File: config.mk
export PLATFORM = sky130hd
export DESIGN_NAME = decode_stage
export DESIGN_NICKNAME = d
export VERILOG_FILES = /design/src/rtl/riscv_pkg.sv /design/src/rtl/decode_stage_imm_gen.sv /design/src/rtl/decode_stage.sv
export SDC_FILE = /design/constraint.sdc
export NUM_CORES = 1
export LEC_CHECK = 0
export ABC_AREA = 0
export CORE_AREA = 2 2 229 231
export DETAILED_ROUTE_END_ITERATION = 10
export DIE_AREA = 0 0 231 233
export PLACE_DENSITY = 0.62
export SETUP_SLACK_MARGIN = 0.2
export SYNTH_ARGS = -nofsm -noshare
export SYNTH_HDL_FRONTEND = slang
export SYNTH_HIERARCHICAL = 1
export SYNTH_SLANG_ARGS = --single-unit
export TNS_END_PERCENT = 5
File: constraint.sdc
create_clock -name clk -period 6 [get_ports clk]
set_input_delay 1.2 -clock clk [delete_from_list [all_inputs] [get_ports clk]]
set_output_delay 1.2 -clock clk [all_outputs]
set_load 0.05 [all_outputs]
File: src/rtl/riscv_pkg.sv
// Shared definitions for the RV64 pipeline: widths, opcodes,
// ALUOp encodings and the decoded control bundle.
package riscv_pkg;

    localparam int XLEN = 64;

    localparam logic [6:0] OP_R      = 7'b0110011;
    localparam logic [6:0] OP_IMM    = 7'b0010011;
    localparam logic [6:0] OP_LOAD   = 7'b0000011;
    localparam logic [6:0] OP_STORE  = 7'b0100011;
    localparam logic [6:0] OP_BRANCH = 7'b1100011;

    localparam logic [1:0] ALU_ADD = 2'b00;
    localparam logic [1:0] ALU_BR  = 2'b01;
    localparam logic [1:0] ALU_R   = 2'b10;
    localparam logic [1:0] ALU_I   = 2'b11;

    typedef struct packed {
        logic       reg_write;
        logic       mem_read;
        logic       mem_write;
        logic       mem_to_reg;
        logic       alu_src;
        logic       branch;
        logic [1:0] alu_op;
        logic       illegal;
    } ctrl_t;

endpackage

File: src/rtl/decode_stage_imm_gen.sv
// Immediate generator: sign-extends the I/S/B immediate selected by
// opcode; every other opcode yields zero.
module decode_stage_imm_gen
    import riscv_pkg::*;
(
    input  logic [31:0]     instr,
    output logic [XLEN-1:0] imm
);

    logic [6:0] opcode;

    assign opcode = instr[6:0];

    always_comb begin
        imm = '0;
        unique case (1'b1)
            (opcode == OP_IMM),
            (opcode == OP_LOAD):
                imm = {{(XLEN-12){instr[31]}}, instr[31:20]};
            (opcode == OP_STORE):
                imm = {{(XLEN-12){instr[31]}}, instr[31:25], instr[11:7]};
            (opcode == OP_BRANCH):
                imm = {{(XLEN-13){instr[31]}}, instr[31], instr[7],
                       instr[30:25], instr[11:8], 1'b0};
            default:
                imm = '0;
        endcase
    end

endmodule

File: src/rtl/decode_stage.sv
// RV64 instruction-decode stage: register read addressing, control and
// immediate decode, write-back bypass and the ID/EX pipeline register.
module decode_stage
    import riscv_pkg::*;
(
    input  logic            clk,
    input  logic            reset,
    input  logic            if_valid,
    input  logic [31:0]     if_instr,
    input  logic [XLEN-1:0] if_pc,
    output logic            id_ready,
    output logic [4:0]      rs1,
    output logic [4:0]      rs2,
    input  logic [XLEN-1:0] ReadData1,
    input  logic [XLEN-1:0] ReadData2,
    input  logic            wb_RegWrite,
    input  logic [4:0]      wb_rd,
    input  logic [XLEN-1:0] wb_data,
    input  logic            flush,
    input  logic            ex_ready,
    output logic            ex_valid,
    output logic [XLEN-1:0] ex_pc,
    output logic [XLEN-1:0] ex_rs1_data,
    output logic [XLEN-1:0] ex_rs2_data,
    output logic [XLEN-1:0] ex_imm,
    output logic [4:0]      ex_rd,
    output logic            ex_RegWrite,
    output logic            ex_MemRead,
    output logic            ex_MemWrite,
    output logic            ex_MemtoReg,
    output logic            ex_ALUSrc,
    output logic            ex_Branch,
    output logic [1:0]      ex_ALUOp,
    output logic [3:0]      ex_funct,
    output logic            ex_illegal
);

    logic [6:0]      opcode;
    ctrl_t           ctrl;
    ctrl_t           ex_ctrl;
    logic            has_rd;
    logic [4:0]      rd;
    logic [XLEN-1:0] imm;
    logic [XLEN-1:0] op1;
    logic [XLEN-1:0] op2;

    assign opcode = if_instr[6:0];
    assign rs1    = if_instr[19:15];
    assign rs2    = if_instr[24:20];
    assign rd     = has_rd ? if_instr[11:7] : 5'd0;

    assign id_ready = !ex_valid || ex_ready;

    always_comb begin
        ctrl   = '0;
        has_rd = 1'b0;
        unique case (1'b1)
            (opcode == OP_R): begin
                ctrl.reg_write = 1'b1;
                ctrl.alu_op    = ALU_R;
                has_rd         = 1'b1;
            end
            (opcode == OP_IMM): begin
                ctrl.reg_write = 1'b1;
                ctrl.alu_src   = 1'b1;
                ctrl.alu_op    = ALU_I;
                has_rd         = 1'b1;
            end
            (opcode == OP_LOAD): begin
                ctrl.reg_write  = 1'b1;
                ctrl.mem_read   = 1'b1;
                ctrl.mem_to_reg = 1'b1;
                ctrl.alu_src    = 1'b1;
                ctrl.alu_op     = ALU_ADD;
                has_rd          = 1'b1;
            end
            (opcode == OP_STORE): begin
                ctrl.mem_write = 1'b1;
                ctrl.alu_src   = 1'b1;
                ctrl.alu_op    = ALU_ADD;
            end
            (opcode == OP_BRANCH): begin
                ctrl.branch = 1'b1;
                ctrl.alu_op = ALU_BR;
            end
            default: ctrl.illegal = 1'b1;
        endcase
    end

    decode_stage_imm_gen u_imm_gen (
        .instr (if_instr),
        .imm   (imm)
    );

    // Register file writes at the same edge we capture, so bypass it.
    always_comb begin
        op1 = ReadData1;
        op2 = ReadData2;
        if (wb_RegWrite && wb_rd != 5'd0 && wb_rd == rs1) op1 = wb_data;
        if (wb_RegWrite && wb_rd != 5'd0 && wb_rd == rs2) op2 = wb_data;
    end

    always_ff @(posedge clk) begin
        if (!reset) begin
            ex_valid    <= 1'b0;
            ex_ctrl     <= '0;
            ex_pc       <= '0;
            ex_rs1_data <= '0;
            ex_rs2_data <= '0;
            ex_imm      <= '0;
            ex_rd       <= '0;
            ex_funct    <= '0;
        end else if (flush) begin
            ex_valid <= 1'b0;
            ex_ctrl  <= '0;
        end else if (id_ready) begin
            ex_valid <= if_valid;
            if (if_valid) begin
                ex_ctrl     <= ctrl;
                ex_pc       <= if_pc;
                ex_rs1_data <= op1;
                ex_rs2_data <= op2;
                ex_imm      <= imm;
                ex_rd       <= rd;
                ex_funct    <= {if_instr[30], if_instr[14:12]};
            end
        end
    end

    assign ex_RegWrite = ex_ctrl.reg_write;
    assign ex_MemRead  = ex_ctrl.mem_read;
    assign ex_MemWrite = ex_ctrl.mem_write;
    assign ex_MemtoReg = ex_ctrl.mem_to_reg;
    assign ex_ALUSrc   = ex_ctrl.alu_src;
    assign ex_Branch   = ex_ctrl.branch;
    assign ex_ALUOp    = ex_ctrl.alu_op;
    assign ex_illegal  = ex_ctrl.illegal;

endmodule
==> qor.yml, run 1 <==
cts_resized: 0
fin_crit_ps: 4120
grt_pass1_wl_mm: 73.2
drive_gt1_share_pct: 7.75
area_growth_pct: 54.0
finClkSkew_ps: 13.8
numCtsBuffers: 31
worstHoldPathType: "register to register"
critPathTopFamily: "buffers and inverters"
first_pass_iters: 5
combPwrFrac_pct: 22.0
ctsLongestPathBuffers: 3
ys_warn_count: 6
setup_viol_count_final: 0
die_w_um: 231
p_sw_mw: 1.48
total_leakage_power_nw: 6.20
cts_root_buf: "clkbuf_16"
crit_type: "input port to primary output"
pwr-share-seq_pct: 39.8
design.core.area_sq_mm: 0.0511
timing.final.crit_share_pct: 68.7
syn_avg_cell_area_sq_um: 8.72
clk_pin_slew_ps: 60
hold_viol_final: 0
vias: 12615
yosys-top-cells-area: "dfxtp_1 44%, a311oi_1 8.9%, nand2_1 8.4%"
port_buffers: 584
worstMarginPinSlew_ps: 1120
grt_max_degree: 140
end_kind: "primary output"
yosys.area.top_type_share_pct: 43.7
track_usage_pct: 17.2
synth_area_leader_cell: "dfxtp_1"
place_inst: 2506
p_per_area_mw_per_mm2: 253
cp.arrival_ps: 2920
globalplace.congestion: 0.876
nets: 2158
cp_max_fo: 2
totalWireLength_mm: 50.1
seq_area_sq_mm: 0.00549
clk_latency_ps: 560
seq_area_frac_synth_pct: 43.7
htree_levels: 1
cp.required_ps: 4800
antenna_found_initial: 2
ctsHoldBuffers: 0
clkPwrFrac_pct: 38.2
die_area_sq_mm: 0.0538
worst_ir_drop_vdd_v: 0.000183
ios: 585
synth_cells: 1439
relSlewSlack_pct: 25.2
dr.max_layer_used: "met5"
synth_fp_nets: 1738
drt-initial-drc-count: 814
synthDistinctLibCells: 33
numClockSinks: 274
cp_cell_sequence: "clkdlybuf4s50_1, clkdlybuf4s50_1"
crit_path_start_kind: "input port"
rsz0062_at_grt: "no"
start_util_pct: 24.6
met1_length_mm: 20.2
met3_length_mm: 4.37
num-fill-cells: 5173
vias_per_cell: 4.92
cp_slowest_stage_delay_ps: 980
p_int_mw: 3.41
max_freq_mhz: 243
drc: 0
hpwl_mm: 34.9
die_h_um: 233
final_max_slew_viol_count: 0
ys_ff_latch: 274
final_core_util_pct: 37.8
netlist_area_sq_mm: 0.0126
postCtsSetupBuffers: 0
grt_pass1_vias: 12329
wl_met2_mm: 23.6
whs_ps: 453
instances_no_fill: 2563
n_antenna_cell: 0
row_count: 83
finalSetupTns_ps: 0
cpMaxStageDelayCell: "clkdlybuf4s50_1"
swShare_pct: 30.2
grt_overflow_total: 0
multi_input_area_sq_mm: 0.00593
outcome: "finished clean"
ant_nets: 0
cap_violations: 0
drt-wirelength-per-cell_um: 19.6
crit_top_cell: "clkdlybuf4s50_1"
crit_buf_inv: 2
tritoncts: "yes"
[worst paths after layout]
kind                start         endpoint  slack, ps  cells after the start
max          if_instr[15]           rs1[0]       1880                      2
min             ex_Branch        ex_Branch        450                      2
max reg2reg      ex_valid  ex_rs1_data[55]       3490                      5
min reg2reg     ex_Branch        ex_Branch        450                      2
[per-stage QoR]
step | instance area (sq um) | total power, mW | setup WS (ps)
floorplan | 12600 | 2.58 | 892
global placement | 18300 | 3.06 | 1560
detailed placement | 18300 | 3.06 | 1570
CTS | 19300 | 4.94 | 1860
global route | 19300 | 5.07 | 1870
finish | 19300 | 4.89 | 1880
[layout make-up]
type | instances | share of cell area (%)
well taps | 680 | 4.40
flip-flops and latches | 274 | 28.4
clock buffers | 46 | 4.77
clock inverters | 11 | 0.440
repair buffers | 604 | 31.3
inverters | 1 | 0.0194
multi-input cells | 947 | 30.7
[routing by layer]
layer / up-vias / global-route usage [%]
met3: 100 / 4.68
met5: - / 0
li1: 5971 / -
met4: 4 / 7.14
met2: 580 / 28.9
met1: 5960 / 20.7
[state kept, by name (all words and copies together), names as in the netlist, 2 cells and up]
name,count
ex_ALUOp,2
ex_funct,4
ex_imm,64
ex_pc,64
ex_rd,5
ex_rs1_data,64
ex_rs2_data,64
[cell usage after synthesis]
master	n
a22o_1	1
or3b_2	2
o21ai_0	128
buf_2	17
a311oi_1	128
nand3b_1	5
nand4_1	1
nand2b_1	4
buf_6	15
buf_1	3
nand4bb_1	2
xor2_1	10
nand2_1	281
dfxtp_1	274
and2_1	2
inv_1	1
or3b_1	2
nor2_1	70
mux2_2	1
a211oi_1	68
a211oi_2	61
nor3_1	6
and3_1	2
or4_1	1
clkbuf_1	120
buf_4	62
o21a_1	1
a21boi_0	137
nor3b_1	7
a221oi_1	1
nand3_1	11
nor2b_1	3
a21oi_1	12
[power groups by stage]
stage / combinational [mW] / sequential [mW] / clock (mW)
final: 1.08 / 1.95 / 1.87
after global routing: 1.13 / 1.96 / 1.99
after CTS: 1.08 / 1.95 / 1.92
after detailed placement: 1.08 / 1.98 / 0
after global placement: 1.07 / 1.98 / 0
after floorplan: 0.310 / 2.27 / 0
[worst reg2reg max path, delay by kind of cell, from the launching register on]
| kind | cells | cell delay (ps) |
|---|---|---|
| compound gates | 2 | 430 |
| buf+inv | 1 | 560 |
| flops | 1 | 330 |
| simple gates | 2 | 1110 |
[cell usage in the layout, fill, tap and decap left out, types with 2 or more instances in the layout]
cell             count
a211oi_1            68
a211oi_2            61
a21boi_0           137
a21oi_1             12
a311oi_1           128
buf_12               4
buf_4               16
clkbuf_1             6
clkbuf_16           31
clkbuf_8             9
clkdlybuf4s50_1    583
clkinv_2             8
clkinvlp_4           2
dfxtp_1            274
nand2_1            280
nand2b_1             4
nand3_1             11
nand3b_1             5
nand4bb_1            2
nor2_1              68
nor2_4               2
nor2b_1              3
nor3_1               4
nor3_2               2
nor3b_1              6
o21ai_0            128
or3b_1               2
or3b_2               2
xor2_1              10
[cell families (layout without fill, tap and decap cells)]
kind of cell              count (synthesis)  count (layout)  synth area share (%)
AOI/OAI and AO/OA                       537             537                  33.1
xor gates and xnor gates                 10              10                 0.698
buffers and inverters                   218             662                  9.44
DFF                                     274             274                  43.7
muxes                                     1               1                0.0897
and+or+nand+nor                         399             399                  13.0
Power figures use the tool's default switching activity.
==> run 2: changes to the inputs <==
==> constraint.sdc (replaced) <==
create_clock -name clk -period 3.9 [get_ports clk]
set_input_delay 0.78 -clock clk [delete_from_list [all_inputs] [get_ports clk]]
set_output_delay 0.78 -clock clk [all_outputs]
set_load 0.05 [all_outputs]
==> run 2 against run 1 <==
Compared with the run above: utilization grew 0.53 points; register-to-register slack lost 1800 ps; global-route usage grew 0.58 points; via count grew 1.3%; flip-flop and latch count is the same; cell count grew 0.70%; clock skew shrank 1.4 ps; clock power grew 67%; critical endpoint is now id_ready; largest power group is now clock.
==> qor.yml, run 2 (same netlist as run 1, synthesis figures left out) <==
cp_max_fo: 6
rsz0062_at_grt: "no"
design.core.area_sq_mm: 0.0511
crit_type: "input port to primary output"
vias_per_cell: 4.95
ios: 585
area_growth_pct: 56.2
cap_violations: 0
totalWireLength_mm: 50.9
relSlewSlack_pct: 38.7
worstHoldPathType: "register to register"
grt_overflow_total: 0
timing.final.crit_share_pct: 81.0
hpwl_mm: 34.9
finClkSkew_ps: 12.4
cp.arrival_ps: 2380
final_max_slew_viol_count: 0
antenna_found_initial: 4
cts_resized: 0
drc: 0
globalplace.congestion: 0.870
fin_crit_ps: 3160
num-fill-cells: 5137
hold_viol_final: 0
tritoncts: "yes"
finalSetupTns_ps: 0
numClockSinks: 274
port_buffers: 584
worstMarginPinSlew_ps: 920
grt_max_degree: 129
drt-wirelength-per-cell_um: 19.7
drive_gt1_share_pct: 8.47
swShare_pct: 29.8
clkPwrFrac_pct: 40.0
combPwrFrac_pct: 21.5
clk_pin_slew_ps: 60
nets: 2177
row_count: 83
htree_levels: 2
ant_nets: 0
setup_viol_count_final: 0
grt_pass1_wl_mm: 75.9
total_leakage_power_nw: 6.34
ctsHoldBuffers: 0
postCtsSetupBuffers: 0
grt_pass1_vias: 12812
die_w_um: 231
track_usage_pct: 17.8
first_pass_iters: 5
p_sw_mw: 2.32
crit_path_start_kind: "input port"
cp.required_ps: 3120
die_h_um: 233
numCtsBuffers: 34
drt-initial-drc-count: 771
layout_commonest_cell: "clkdlybuf4s50_1"
p_int_mw: 5.47
final_cell_mix: "583 x clkdlybuf4s50_1, 280 x nand2_1, 274 x dfxtp_1"
power_mw: 7.79
clk_latency_ps: 530
ctsLongestPathBuffers: 3
seq_area_sq_mm: 0.00549
end_kind: "primary output"
die_area_sq_mm: 0.0538
worst_ir_drop_vdd_v: 0.000274
pwr-share-seq_pct: 38.5
start_util_pct: 24.6
max_freq_mhz: 317
multi_input_area_sq_mm: 0.00594
vias: 12782
cts_root_buf: "clkbuf_16"
outcome: "finished clean"
p_per_area_mw_per_mm2: 398
==> run 2: worst paths after layout <==
kind | startpoint | end | slack [ps] | depth (start not counted)
worst min-delay path | ex_Branch | ex_Branch | 450 | 2
worst min register to register | ex_Branch | ex_Branch | 450 | 2
worst max-delay path | ex_ready | id_ready | 740 | 3
worst max register to register | ex_valid | ex_pc[46] | 1710 | 6
==> run 2: power groups by stage <==
stage | Combinational [mW] | Clock, mW | Sequential [mW]
final | 1.67 | 3.12 | 3.00
after global routing | 1.75 | 3.33 | 3.01
after CTS | 1.68 | 3.22 | 3.00
after detailed placement | 1.67 | 0 | 3.05
after global placement | 1.67 | 0 | 3.05
after floorplan | 0.477 | 0 | 3.49
==> run 2: area by class of cell <==
cell class                      count  share of cell area (%)
Clock inverter                      4                   0.102
Timing Repair Buffer              620                    31.7
Tap cell                          680                    4.34
Antenna cell                        1                  0.0128
Multi-Input combinational cell    947                    30.3
Inverter                            1                  0.0192
Sequential cell                   274                    28.0
Clock buffer                       54                    5.51
==> run 2: critical path, stage by stage <==
cell and delay [ps]:
clkdlybuf4s50_1 440, nand2b_1 280, clkdlybuf4s50_1 870
==> run 2: through the flow <==
stage | utilization (%) | area [sq um] | std cells | hold WS [ps] | worst slack (ps)
finish | 38.4 | 19600 | 2581 | 449 | 741
global route | 38.4 | 19600 | 2580 | 478 | 708
detailed placement | 36.2 | 18500 | 2522 | 444 | 550
floorplan | - | 12600 | 1439 | 671 | 612
global placement | 36.2 | 18500 | 2522 | 443 | 591
CTS | 38.4 | 19600 | 2580 | 452 | 723
==> run 2: layer usage <==
| metal | GRT usage, % | share of wire [%] | up-vias |
|---|---|---|---|
| li1 | - | - | 6017 |
| met1 | 21.1 | 40 | 6102 |
| met2 | 30.0 | 48 | 566 |
| met3 | 5.88 | 9.2 | 91 |
| met4 | 6.01 | 3.0 | 6 |
| met5 | 0 | 0.079 | - |
